### config.mk
export PLATFORM = sky130hd
export DESIGN_NAME = periph_req_sched
export DESIGN_NICKNAME = d
export VERILOG_FILES = /design/src/rtl/periph_req_sched.sv
export SDC_FILE = /design/constraint.sdc
export NUM_CORES = 1
export LEC_CHECK = 0
export BUFFER_PORTS_ARGS = -buffer_cell sky130_fd_sc_hd__buf_2
export CELL_PAD_IN_SITES_DETAIL_PLACEMENT = 1
export CELL_PAD_IN_SITES_GLOBAL_PLACEMENT = 1
export CORE_AREA = 5 5 304 306
export CTS_BUF_LIST = sky130_fd_sc_hd__clkbuf_8
export DETAILED_ROUTE_END_ITERATION = 8
export DIE_AREA = 0 0 309 311
export GPL_ROUTABILITY_DRIVEN = 0
export PLACE_DENSITY_LB_ADDON = 0.1
export SYNTH_ARGS = -nofsm -noshare
export SYNTH_HDL_FRONTEND = slang
export SYNTH_SLANG_ARGS = --single-unit
### constraint.sdc
create_clock -name clk_i -period 9.3 [get_ports clk_i]
set_input_delay 1.395 -clock clk_i [delete_from_list [all_inputs] [get_ports clk_i]]
set_output_delay 1.395 -clock clk_i [all_outputs]
set_load 0.01 [all_outputs]
### src/rtl/periph_req_sched.sv
// Round-robin scheduler that shares one in-order peripheral slave among NB_REQ
// requesters, limits outstanding transactions and steers responses back by grant order.
module periph_req_sched #(
  parameter int unsigned NB_REQ          = 9,
  parameter int unsigned ADDR_WIDTH      = 32,
  parameter int unsigned DATA_WIDTH      = 32,
  parameter int unsigned BE_WIDTH        = 4,
  parameter int unsigned MAX_OUTSTANDING = 4,
  localparam int unsigned IDW = (NB_REQ > 1) ? $clog2(NB_REQ) : 1,
  localparam int unsigned CW  = $clog2(MAX_OUTSTANDING + 1)
) (
  input  logic                           clk_i,
  input  logic                           rst_i,
  input  logic [NB_REQ-1:0]              req_i,
  input  logic [NB_REQ*ADDR_WIDTH-1:0]   add_i,
  input  logic [NB_REQ-1:0]              wen_i,
  input  logic [NB_REQ*DATA_WIDTH-1:0]   wdata_i,
  input  logic [NB_REQ*BE_WIDTH-1:0]     be_i,
  output logic [NB_REQ-1:0]              gnt_o,
  output logic [NB_REQ-1:0]              r_valid_o,
  output logic [DATA_WIDTH-1:0]          r_rdata_o,
  output logic                           r_opc_o,
  output logic                           req_o,
  output logic [ADDR_WIDTH-1:0]          add_o,
  output logic                           wen_o,
  output logic [DATA_WIDTH-1:0]          wdata_o,
  output logic [BE_WIDTH-1:0]            be_o,
  output logic [IDW-1:0]                 id_o,
  input  logic                           gnt_i,
  input  logic                           r_valid_i,
  input  logic [DATA_WIDTH-1:0]          r_rdata_i,
  input  logic                           r_opc_i,
  output logic [CW-1:0]                  outstanding_o,
  output logic                           spurious_rsp_o
);

  localparam int unsigned PW = (MAX_OUTSTANDING > 1) ? $clog2(MAX_OUTSTANDING) : 1;

  logic [IDW-1:0] rr_ptr;
  logic [CW-1:0]  cnt;
  logic [PW-1:0]  wr_ptr;
  logic [PW-1:0]  rd_ptr;
  logic [IDW-1:0] fifo_q [MAX_OUTSTANDING];

  logic [IDW-1:0] sel;
  logic [IDW-1:0] cand;
  logic           found;
  logic           credit;
  logic           hs;
  logic           pop;
  logic           spur;
  logic [IDW-1:0] head;

  // Round-robin pick: first active requester at or after rr_ptr, wrapping
  always_comb begin
    sel   = '0;
    cand  = '0;
    found = 1'b0;
    for (int unsigned i = 0; i < NB_REQ; i++) begin
      cand = IDW'((32'(rr_ptr) + i) % NB_REQ);
      if (!found && req_i[cand]) begin
        sel   = cand;
        found = 1'b1;
      end
    end
  end

  // Credit, handshake and response classification
  always_comb begin
    credit = (cnt < CW'(MAX_OUTSTANDING)) && !rst_i;
    req_o  = (|req_i) && credit;
    hs     = req_o && gnt_i;
    head   = fifo_q[rd_ptr];
    pop    = r_valid_i && (cnt != '0) && !rst_i;
    spur   = r_valid_i && (cnt == '0) && !rst_i;
  end

  // Slave-side request fields muxed from the selected requester
  always_comb begin
    add_o   = add_i[32'(sel)*ADDR_WIDTH +: ADDR_WIDTH];
    wen_o   = wen_i[sel];
    wdata_o = wdata_i[32'(sel)*DATA_WIDTH +: DATA_WIDTH];
    be_o    = be_i[32'(sel)*BE_WIDTH +: BE_WIDTH];
    id_o    = sel;
  end

  // One-hot grant and response steering, data broadcast
  always_comb begin
    gnt_o     = '0;
    r_valid_o = '0;
    for (int unsigned k = 0; k < NB_REQ; k++) begin
      gnt_o[k]     = hs && (sel == IDW'(k));
      r_valid_o[k] = pop && (head == IDW'(k));
    end
    r_rdata_o     = r_rdata_i;
    r_opc_o       = r_opc_i;
    outstanding_o = cnt;
  end

  // Arbitration pointer, outstanding count and spurious-response pulse
  always_ff @(posedge clk_i or posedge rst_i) begin
    if (rst_i) begin
      rr_ptr         <= '0;
      cnt            <= '0;
      spurious_rsp_o <= 1'b0;
    end else begin
      if (hs) begin
        rr_ptr <= IDW'((32'(sel) + 32'd1) % NB_REQ);
      end
      if (hs && !pop) begin
        cnt <= cnt + CW'(1);
      end else if (pop && !hs) begin
        cnt <= cnt - CW'(1);
      end
      spurious_rsp_o <= spur;
    end
  end

  // Grant-order index FIFO used to route in-order responses
  always_ff @(posedge clk_i or posedge rst_i) begin
    if (rst_i) begin
      wr_ptr <= '0;
      rd_ptr <= '0;
      for (int unsigned i = 0; i < MAX_OUTSTANDING; i++) begin
        fifo_q[i] <= '0;
      end
    end else begin
      if (hs) begin
        fifo_q[wr_ptr] <= sel;
        wr_ptr <= (wr_ptr == PW'(MAX_OUTSTANDING - 1)) ? '0 : wr_ptr + PW'(1);
      end
      if (pop) begin
        rd_ptr <= (rd_ptr == PW'(MAX_OUTSTANDING - 1)) ? '0 : rd_ptr + PW'(1);
      end
    end
  end

endmodule
======== Word level (Yosys, flattened, before mapping) ========
Cells that the tools add are included.
word-level totals
  register bits after elaboration ......... 28
  output and inout port bits .............. 129
  logic and storage cells ................. 169
operators by class
  divide/modulo/power cells ............... 10
  equality and inequality tests ........... 18
  bitwise operators ....................... 2
  $add $sub $neg .......................... 13
  mux-type cells .......................... 47
  order comparisons ....................... 14
  reduce and logical (&&, ||, !) cells .... 53
  shifts and indexed selects .............. 3
operator list
  cell                   number
  $shiftx 288x10->32     2
  $mod 32x4->32 const B  9
  $lt 4x5->1 const B     10
  $mux 4                 12
  $bmux 1 s4             10
  $logic_and 1x1->1      36
  $shiftx 36x7->4        1
  $eq 4x3->1 const B     8
  $mod 4x4->32 const B   1
  $add 4x3->5 const B    4
  $mux 1                 18
  $bwmux 16              1
  $eq 4x2->1 const B     4
  $logic_not 1->1        11
  $add 4x1->5 const B    2
  $add 4x2->5 const B    2
  $reduce_or 9->1        1
  $bmux 4 s2             1
  $demux 4 s2            1
  $eq 4x1->1 const B     2
  $eq 4x4->1 const B     2
  $logic_not 4->1        2
  $ge 3x3->1 const B     2
  $mux 3                 2
  other kinds (12)       16

======== Logic depth before layout (Yosys ltp) ========
Gate-level depths: netlist (run 1).
  depth in word-level cells ............... 30
  mapped depth ............................ 35
  mapped depth without buffers ............ 26

======== Worst setup path before layout (run 1) ========
Ideal clock, no wire load.
  path kind ............................... reg2out
  from .................................... reg rr_ptr[0]
  to ...................................... out add_o[13]
  data arrival time ....................... 7.178 ns
  data required time ...................... 7.905 ns
  setup slack ............................. 0.727 ns
  stages on the path, launching flop included .. 33
  cell sequence ........................... dfrtp_1 -> buf_4 -> buf_2 -> inv_1 -> buf_1 -> buf_2 -> ha_1 -> clkbuf_1 -> clkinv_1 -> clkbuf_1 -> ha_1 -> nor3b_2 -> a21oi_1 -> xnor2_1 -> inv_1 -> ha_1 -> nor3b_1 -> o21ai_0 -> nand3_1 -> and2_1 -> buf_2 -> o311a_1 -> o211ai_1 -> a21boi_2 -> or3_1 -> o32ai_1 -> a2bb2oi_1 -> buf_4 -> buf_4 -> buf_4 -> clkbuf_1 -> a211oi_1 -> nor4_1
between the ends
  cells in the longest elaborated chain, start to end .. 29
  elaborated cells between the ends (all ways) .. 69
  classes of those cells .................. add/sub: 8; div: 9; shift: 1; mux: 35; reduce/logical: 16
ends and longest elaborated chain
  item                                                    line  source
  start, declared                                         39    logic [IDW-1:0] rr_ptr;
  start signal, assigned                                  108   rr_ptr <= IDW'((32'(sel) + 32'd1) % NB_REQ);
  branches (longest 27 deep; another with $mod 32x4->32)  --
  $mux 4 *                                                61    if (!found && req_i[cand]) begin
  $shiftx 288x10->32 *                                    80    add_o = add_i[32'(sel)*ADDR_WIDTH +: ADDR_WIDTH];
  end, declared                                           24    output logic [ADDR_WIDTH-1:0] add_o,
Mark *: on every way between the ends. The select of a mux whose other input is x is not followed.

======== Worst setup path after layout (run 1) ========
  from .................................... reg rr_ptr[1]
  to ...................................... out wdata_o[28]
between the ends
  cells in the longest elaborated chain, start to end .. 29
  elaborated cells between the ends (all ways) .. 69
  classes of those cells .................. add/sub: 8; div: 9; shift: 1; mux: 35; reduce/logical: 16
ends and longest elaborated chain
  item                                                    line  source
  branches (longest 27 deep; another with $mod 32x4->32)  --
  $mux 4 *                                                61
  $shiftx 288x10->32 *                                    82    wdata_o = wdata_i[32'(sel)*DATA_WIDTH +: DATA_WIDTH];
  end, declared                                           26    output logic [DATA_WIDTH-1:0] wdata_o,
Marks and branches as above.

==> reports/results.ini, run 1 <==
[route]
routed_via_density = 4.79
vias = 17300
drt_wl_total_mm = 102
drt-initial-drc-count = 963
first_pass_iters = 5
ant_nets = 0
drcViolationCount = 0
avgRoutedWirePerCell_um = 28.2

[synth]
mappedNetlistNets = 2462
ys.flop_type = dfrtp_1
ys_seq_area_share_pct = 5.68
synth_most_common_cell = a21oi_1
netlist_instances = 1733
synth_common_cells = 186 x a21oi_1, 143 x nor2_1, 120 x o21ai_0, 98 x nand2_1, 96 x mux2i_1
async_flop_share_pct = 100
avgSynthCellArea_um2 = 7.12
synth_top_area_share_pct = 7.79
syn_area_um2 = 12300
yosysUniqueCellTypes = 118
netlist_top_cells_area = mux2i_1 7.8%, a21oi_1 7.5%, ha_1 6.2%
synth_warnings = 0
synth-edff-count = 0
synth_area_leader_cell = mux2i_1
synth-seq-cells = 28

[hold_path]
worstHoldStart = fifo_q[15]$_DFFE_PP0P_
hold_path.class = reg2reg

[floorplanning]
core-area_um2 = 89300
rows = 110
die-area_um2 = 96100
ios = 796
die_h_um = 311
initial_core_util_pct = 13.8
dieWidth_um = 309

[clock_network]
clockBufferDepth = 2
clkSinkCount = 28
cts_made_buffers = 3
htree_num_levels = 1
clkLatencyLatePin_ps = 280
clk_pin_slew_ps = 100
clock-root-buffer = clkbuf_8
postCtsHoldBufs = 0
cts_tree = done

[placed_design]
io_buffers = 729
dp_hpwl_mm = 86.4

[critical_path]
worstPathRequired_ps = 7910
crit_type = reg2out
end_kind = primary output
critPathLaunchType = register
cp_max_fo = 30
r2r_start = rr_ptr[1]$_DFFE_PP0P_
arrival_ps = 7360
crit_path_start = rr_ptr[1]$_DFFE_PP0P_

[sta]
fin_worst_skew_ps = 11.9
min_period_ps = 8750
period_share_pct = 94.1
tns_ps = 0
finalHoldViolations = 0
rsz0062_at_grt = no
drv_slew = 0
max_slew_margin_pct = 34.4
final-setup-viol-count = 0
timing.hold.ws_ps = 494
tightest_slew_ps = 957
max_freq_ghz = 0.114

[global_route]
grt_max_degree = 76
grt_overflow = 0
grt_pass1_wl_mm = 141
grtUsageTotal_pct = 19.9
grt_pass1_vias = 18600
antenna_found_initial = 57

[flow_run]
maxCapViolCount = 0

[layout]
fill_cells = 11000
area_delta_synth_final_pct = 44.1
drive_above_1_share_pct = 39.5
nets = 3141

[outcome]
status = completed

[layer usage]
| metal | vias to the layer above | GRT usage (%) | wire length, um |
|---|---|---|---|
| met2 | 526 | 35.4 | 51100 |
| met3 | 140 | 3.14 | 4760 |
| met5 | - | 0 | 148 |
| met4 | 26 | 6.40 | 3480 |
| li1 | 8016 | - | - |
| met1 | 8577 | 24.6 | 42200 |
[per-stage QoR]
step           instances  area [um^2]  util [%]  setup slack [ps]
5_1_grt             3601        17800      19.9              58.0
3_5_place_dp        3582        17600      19.7               248
4_1_cts             3586        17700      19.8               117
3_3_place_gp        3582        17600      19.7               259
2_1_floorplan       1733        12300         -               727
6_report            3606        17800      19.9               547
[layout by cell type (no fill, tap or decap), types with 10 or more instances in the layout]
cell type and instances:
and2_1 16, a31oi_1 10, a21o_1 76, a221o_1 71
a211oi_1 86, a21oi_1 186, ha_1 60, nor2b_1 87
nand2b_1 14, inv_1 29, nor3_1 13, diode_2 19
mux2_2 13, buf_2 729, nand3_1 22, and3_1 16
nand2_1 98, dfrtp_1 27, nor3b_1 11, o211ai_1 21
buf_12 17, nor2_1 142, nor4_1 72, o21ai_0 120
buf_4 101, xnor2_1 20, a211o_1 10, mux2i_1 96
[final timing paths]
kind / endpoint / slack, ps / cells past startpoint
worst max-delay path: wdata_o[28] / 550 / 26
worst min-delay path: fifo_q[15]$_DFFE_PP0P_ / 490 / 2
worst max register to register: rr_ptr[0]$_DFFE_PP0P_ / 2170 / 27
worst min register to register: fifo_q[15]$_DFFE_PP0P_ / 490 / 2
max in group asynchronous: rr_ptr[0]$_DFFE_PP0P_ / 7780 / 3
min in group asynchronous: spurious_rsp_o$_DFF_PP0_ / 1180 / 3
[final cells by class]
cell class / count / area [um^2] / share of cell area (%)
antenna: 19 / 47.5 / 0.268
clock buffer: 3 / 41.3 / 0.232
clock inverter: 1 / 30.0 / 0.169
inverter: 39 / 156 / 0.880
multi-input combinational: 1493 / 10600 / 59.5
sequential: 28 / 702 / 3.95
tap: 1176 / 1470 / 8.28
timing repair buffer: 847 / 4750 / 26.7
[kinds of logic (layout without fill, tap and decap cells)]
| family | Yosys count | count (layout) | synth area share (%) |
|---|---|---|---|
| other | 0 | 19 | 0 |
| xor gates and xnor gates | 35 | 35 | 3.06 |
| and+or+nand+nor | 556 | 556 | 23.9 |
| adders and majority gates | 62 | 62 | 6.35 |
| AOI/OAI and AO/OA | 724 | 724 | 41.3 |
| DFF | 28 | 28 | 5.68 |
| buffers and inverters | 212 | 890 | 9.45 |
| muxes | 116 | 116 | 10.3 |
[registers in the layout, summed over array words and instances (netlist names)]
| register | flops |
|---|---|
| fifo_q | 16 |
| rr_ptr | 4 |
| outstanding_o | 3 |
| rd_ptr | 2 |
| wr_ptr | 2 |
| spurious_rsp_o | 1 |
[critical path, stage by stage (launching register included)]
cell and delay, ps:
dfrtp_1 360, buf_4 360, ha_2 400, xor2_4 290, inv_2 140, ha_1 250, or2_2 340, o41ai_4 310
xnor2_1 200, ha_1 240, nor2b_1 190, a21oi_1 120, o31a_1 320, or2_4 260, o32a_4 370, nand2b_4 160
o31ai_1 440, o32ai_1 230, a2bb2oi_4 210, buf_12 170, buf_12 140, mux2i_1 130, o21ai_0 470, a211oi_1 110
nor4_1 520, buf_4 210, buf_2 130
[timing repair]
| action | in CTS | in global routing |
|---|---|---|
| buffers inserted | 0 | 1 |
| gates resized for setup | 1 | 4 |
| setup endpoints to repair | 1 | 44 |
| pin swaps | 0 | 1 |
Power of run 1 is not shown: default switching activity piles up to over one toggle a cycle in this logic, so the estimate is an artifact.
==> run 2: changes to the inputs <==
Settings changed: CELL_PAD_IN_SITES_DETAIL_PLACEMENT 1 to unset, CELL_PAD_IN_SITES_GLOBAL_PLACEMENT 1 to unset, CORE_AREA 5 5 304 306 to 5 5 306 308, DIE_AREA 0 0 309 311 to 0 0 311 313, PLACE_DENSITY_LB_ADDON 0.1 to unset, SLEW_MARGIN set to 20.
==> run 2 against run 1 <==
Fmax is 3.2% lower; hold slack better by 1.8 ps; sequential share of layout area about the same; cell area about the same; global-route usage is 1.5 points lower; worst setup slack lost 290 ps; die area is 1.3% higher; first-iteration DRC count grew 110%; wire length down 4.4%; critical path type unchanged; highest routed layer unchanged.
==> reports/results.ini, run 2 (synthesis results as in run 1) <==
[critical_path]
critPathSlowestCell = nor4_1
slowest_delay_ps = 610  ; +90 ps
r2r_slack_ps = 1660  ; -510 ps
cp_cell_sequence = clkinvlp_4 -> ha_1 -> or3_4 -> o21a_1 -> nor2_1 -> ha_1 -> or3b_1 -> nor4b_2 -> a211o_1 -> nor2_2 -> nor3_1 -> o22ai_2 -> a21oi_1 -> a221o_1 -> a211oi_1 -> a2bb2oi_4 -> buf_12 -> nand2b_4 -> buf_12 -> a21o_1 -> nor2_1 -> nor4_1 -> buf_12
cp_max_fo = 29  ; -3.3%
arrival_ps = 7640  ; +280 ps
r2r_cells = 24  ; -11%
worstPathRequired_ps = 7910  ; about the same
timing.rr.end = rr_ptr[0]$_DFFE_PP0P_
critPathMostFrequentCell = buf_12
r2r_start = rr_ptr[1]$_DFFE_PP0P_
critPathLaunchType = register
end_kind = primary output
crit_type = reg2out

[floorplanning]
die_h_um = 313  ; +0.64%
initial_core_util_pct = 13.6  ; -0.23 points
die-area_um2 = 97300  ; +1.3%
dieWidth_um = 311  ; +0.65%
ios = 796  ; unchanged
rows = 111  ; +0.91%
core-area_um2 = 90800  ; +1.7%

[clock_network]
htree_num_levels = 1  ; unchanged
cts_made_buffers = 3  ; unchanged
clockBufferDepth = 2  ; unchanged
clkSinkCount = 28  ; unchanged
clkLatencyLatePin_ps = 300  ; +20 ps
postCtsHoldBufs = 0  ; unchanged
clk_pin_slew_ps = 120  ; +20 ps
cts_tree = done
clock-root-buffer = clkbuf_8

[global_route]
grt_pass1_vias = 16500  ; -11%
grt_pass1_wl_mm = 130  ; -7.9%
antenna_found_initial = 53  ; -7.0%
grt_max_degree = 82  ; +7.9%
grtUsageTotal_pct = 18.4  ; -1.5 points
grt_overflow = 0  ; unchanged

[sta]
rsz0062_at_grt = yes
max_freq_ghz = 0.111  ; -3.2%
drv_slew = 0  ; unchanged
max_slew_margin_pct = 37.6  ; +3.2 points
period_share_pct = 97.2  ; +3.1 points
fin_worst_skew_ps = 8.42  ; -3.50 ps
final-setup-viol-count = 0  ; unchanged
min_period_ps = 9040  ; +285 ps
tns_ps = 0  ; unchanged
finalHoldViolations = 0  ; unchanged
tightest_slew_ps = 926  ; -31.1 ps

[hold_path]
hold_depth = 2  ; unchanged
worstHoldStart = fifo_q[2]$_DFFE_PP0P_
hold-path-endpoint = fifo_q[2]$_DFFE_PP0P_
hold_path.class = reg2reg

[route]
avgRoutedWirePerCell_um = 27.1  ; -3.9%
drt_wl_total_mm = 97.1  ; -4.4%
ant_nets = 0  ; unchanged
drt-initial-drc-count = 2068  ; +110%
first_pass_iters = 6  ; +1
vias = 17700  ; +2.4%
routed_via_density = 4.94  ; +3.0%
drcViolationCount = 0  ; unchanged

[layout]
drive_above_1_share_pct = 39.0  ; -0.53 points
fin_cells = 3587  ; -0.53%
utilization_pct = 19.6  ; -0.34 points
largest_register_ffs = 16  ; unchanged
final_common_cell = buf_2
area_delta_synth_final_pct = 44.0  ; about the same
nets = 3112  ; -0.92%
largest_register = fifo_q
final_cell_mix = 718 x buf_2, 185 x a21oi_1, 142 x nor2_1

[flow_run]
maxCapViolCount = 0  ; unchanged

[placed_design]
place_inst = 3561  ; -0.59%
dp_hpwl_mm = 82.6  ; -4.4%
io_buffers = 729  ; unchanged

[outcome]
status = completed

==> run 2: cell types whose count changed in the layout (fill, tap and decap cells not counted), sizes merged <==
cell      before  now
clkinvlp       0    1
buf          847  818
inv           34   33
==> run 2: how the worst max path moves through the flow <==
stage	from	to	cells past startpoint
2_1_floorplan	rr_ptr[0]$_DFFE_PP0P_	add_o[13]	32
3_5_place_dp	rr_ptr[1]$_DFFE_PP0P_	add_o[22]	25
5_1_grt	rr_ptr[1]$_DFFE_PP0P_	add_o[6]	27
3_3_place_gp	rr_ptr[1]$_DFFE_PP0P_	add_o[22]	23
4_1_cts	rr_ptr[1]$_DFFE_PP0P_	add_o[22]	25
6_report	rr_ptr[1]$_DFFE_PP0P_	wdata_o[21]	23
==> run 2: layout make-up <==
class,instances,area (um^2)
Fill cell,10400,73100
Multi-Input combinational cell,1493,10600
Timing Repair Buffer,818,4680
Tap cell,1186,1480
Sequential cell,28,702
Inverter,39,160
Antenna cell,19,47.5
Clock buffer,3,41.3
Clock inverter,1,30.0
==> run 2: metal layers <==
metal / global-route usage (%) / routed length (um) / up-vias
li1: - / - / 7984
met1: 24.1 / 38700 / 8319
met2: 30.4 / 44100 / 1205
met3: 4.46 / 10200 / 180
met4: 5.14 / 3950 / 16
met5: 0 / 95 / -
==> run 2: per-stage QoR <==
step / instance area [um^2] / setup WS (ps) / hold slack (ps)
after floorplan: 12300 / 727 / 443
after global placement: 17500 / 498 / 456
after detailed placement: 17500 / 417 / 466
after CTS: 17600 / 37.6 / 494
after global routing: 17700 / -29.4 / 517
final: 17800 / 262 / 495
==> run 2: critical path, delay by kind of cell, from the launching register on <==
family          cells  cell delay (ps)
simple gates        9             2770
compound gates      8             2220
buf+inv             4              990
fa+ha+maj           2              880
flops               1              410
==> run 2: what timing repair did <==
| action | CTS | global route |
|---|---|---|
| setup endpoints to repair | 0 | 52 |
| setup buffers | 0 | 3 |
| gates resized for setup | 0 | 15 |
Power of run 2 is left out for the same reason.
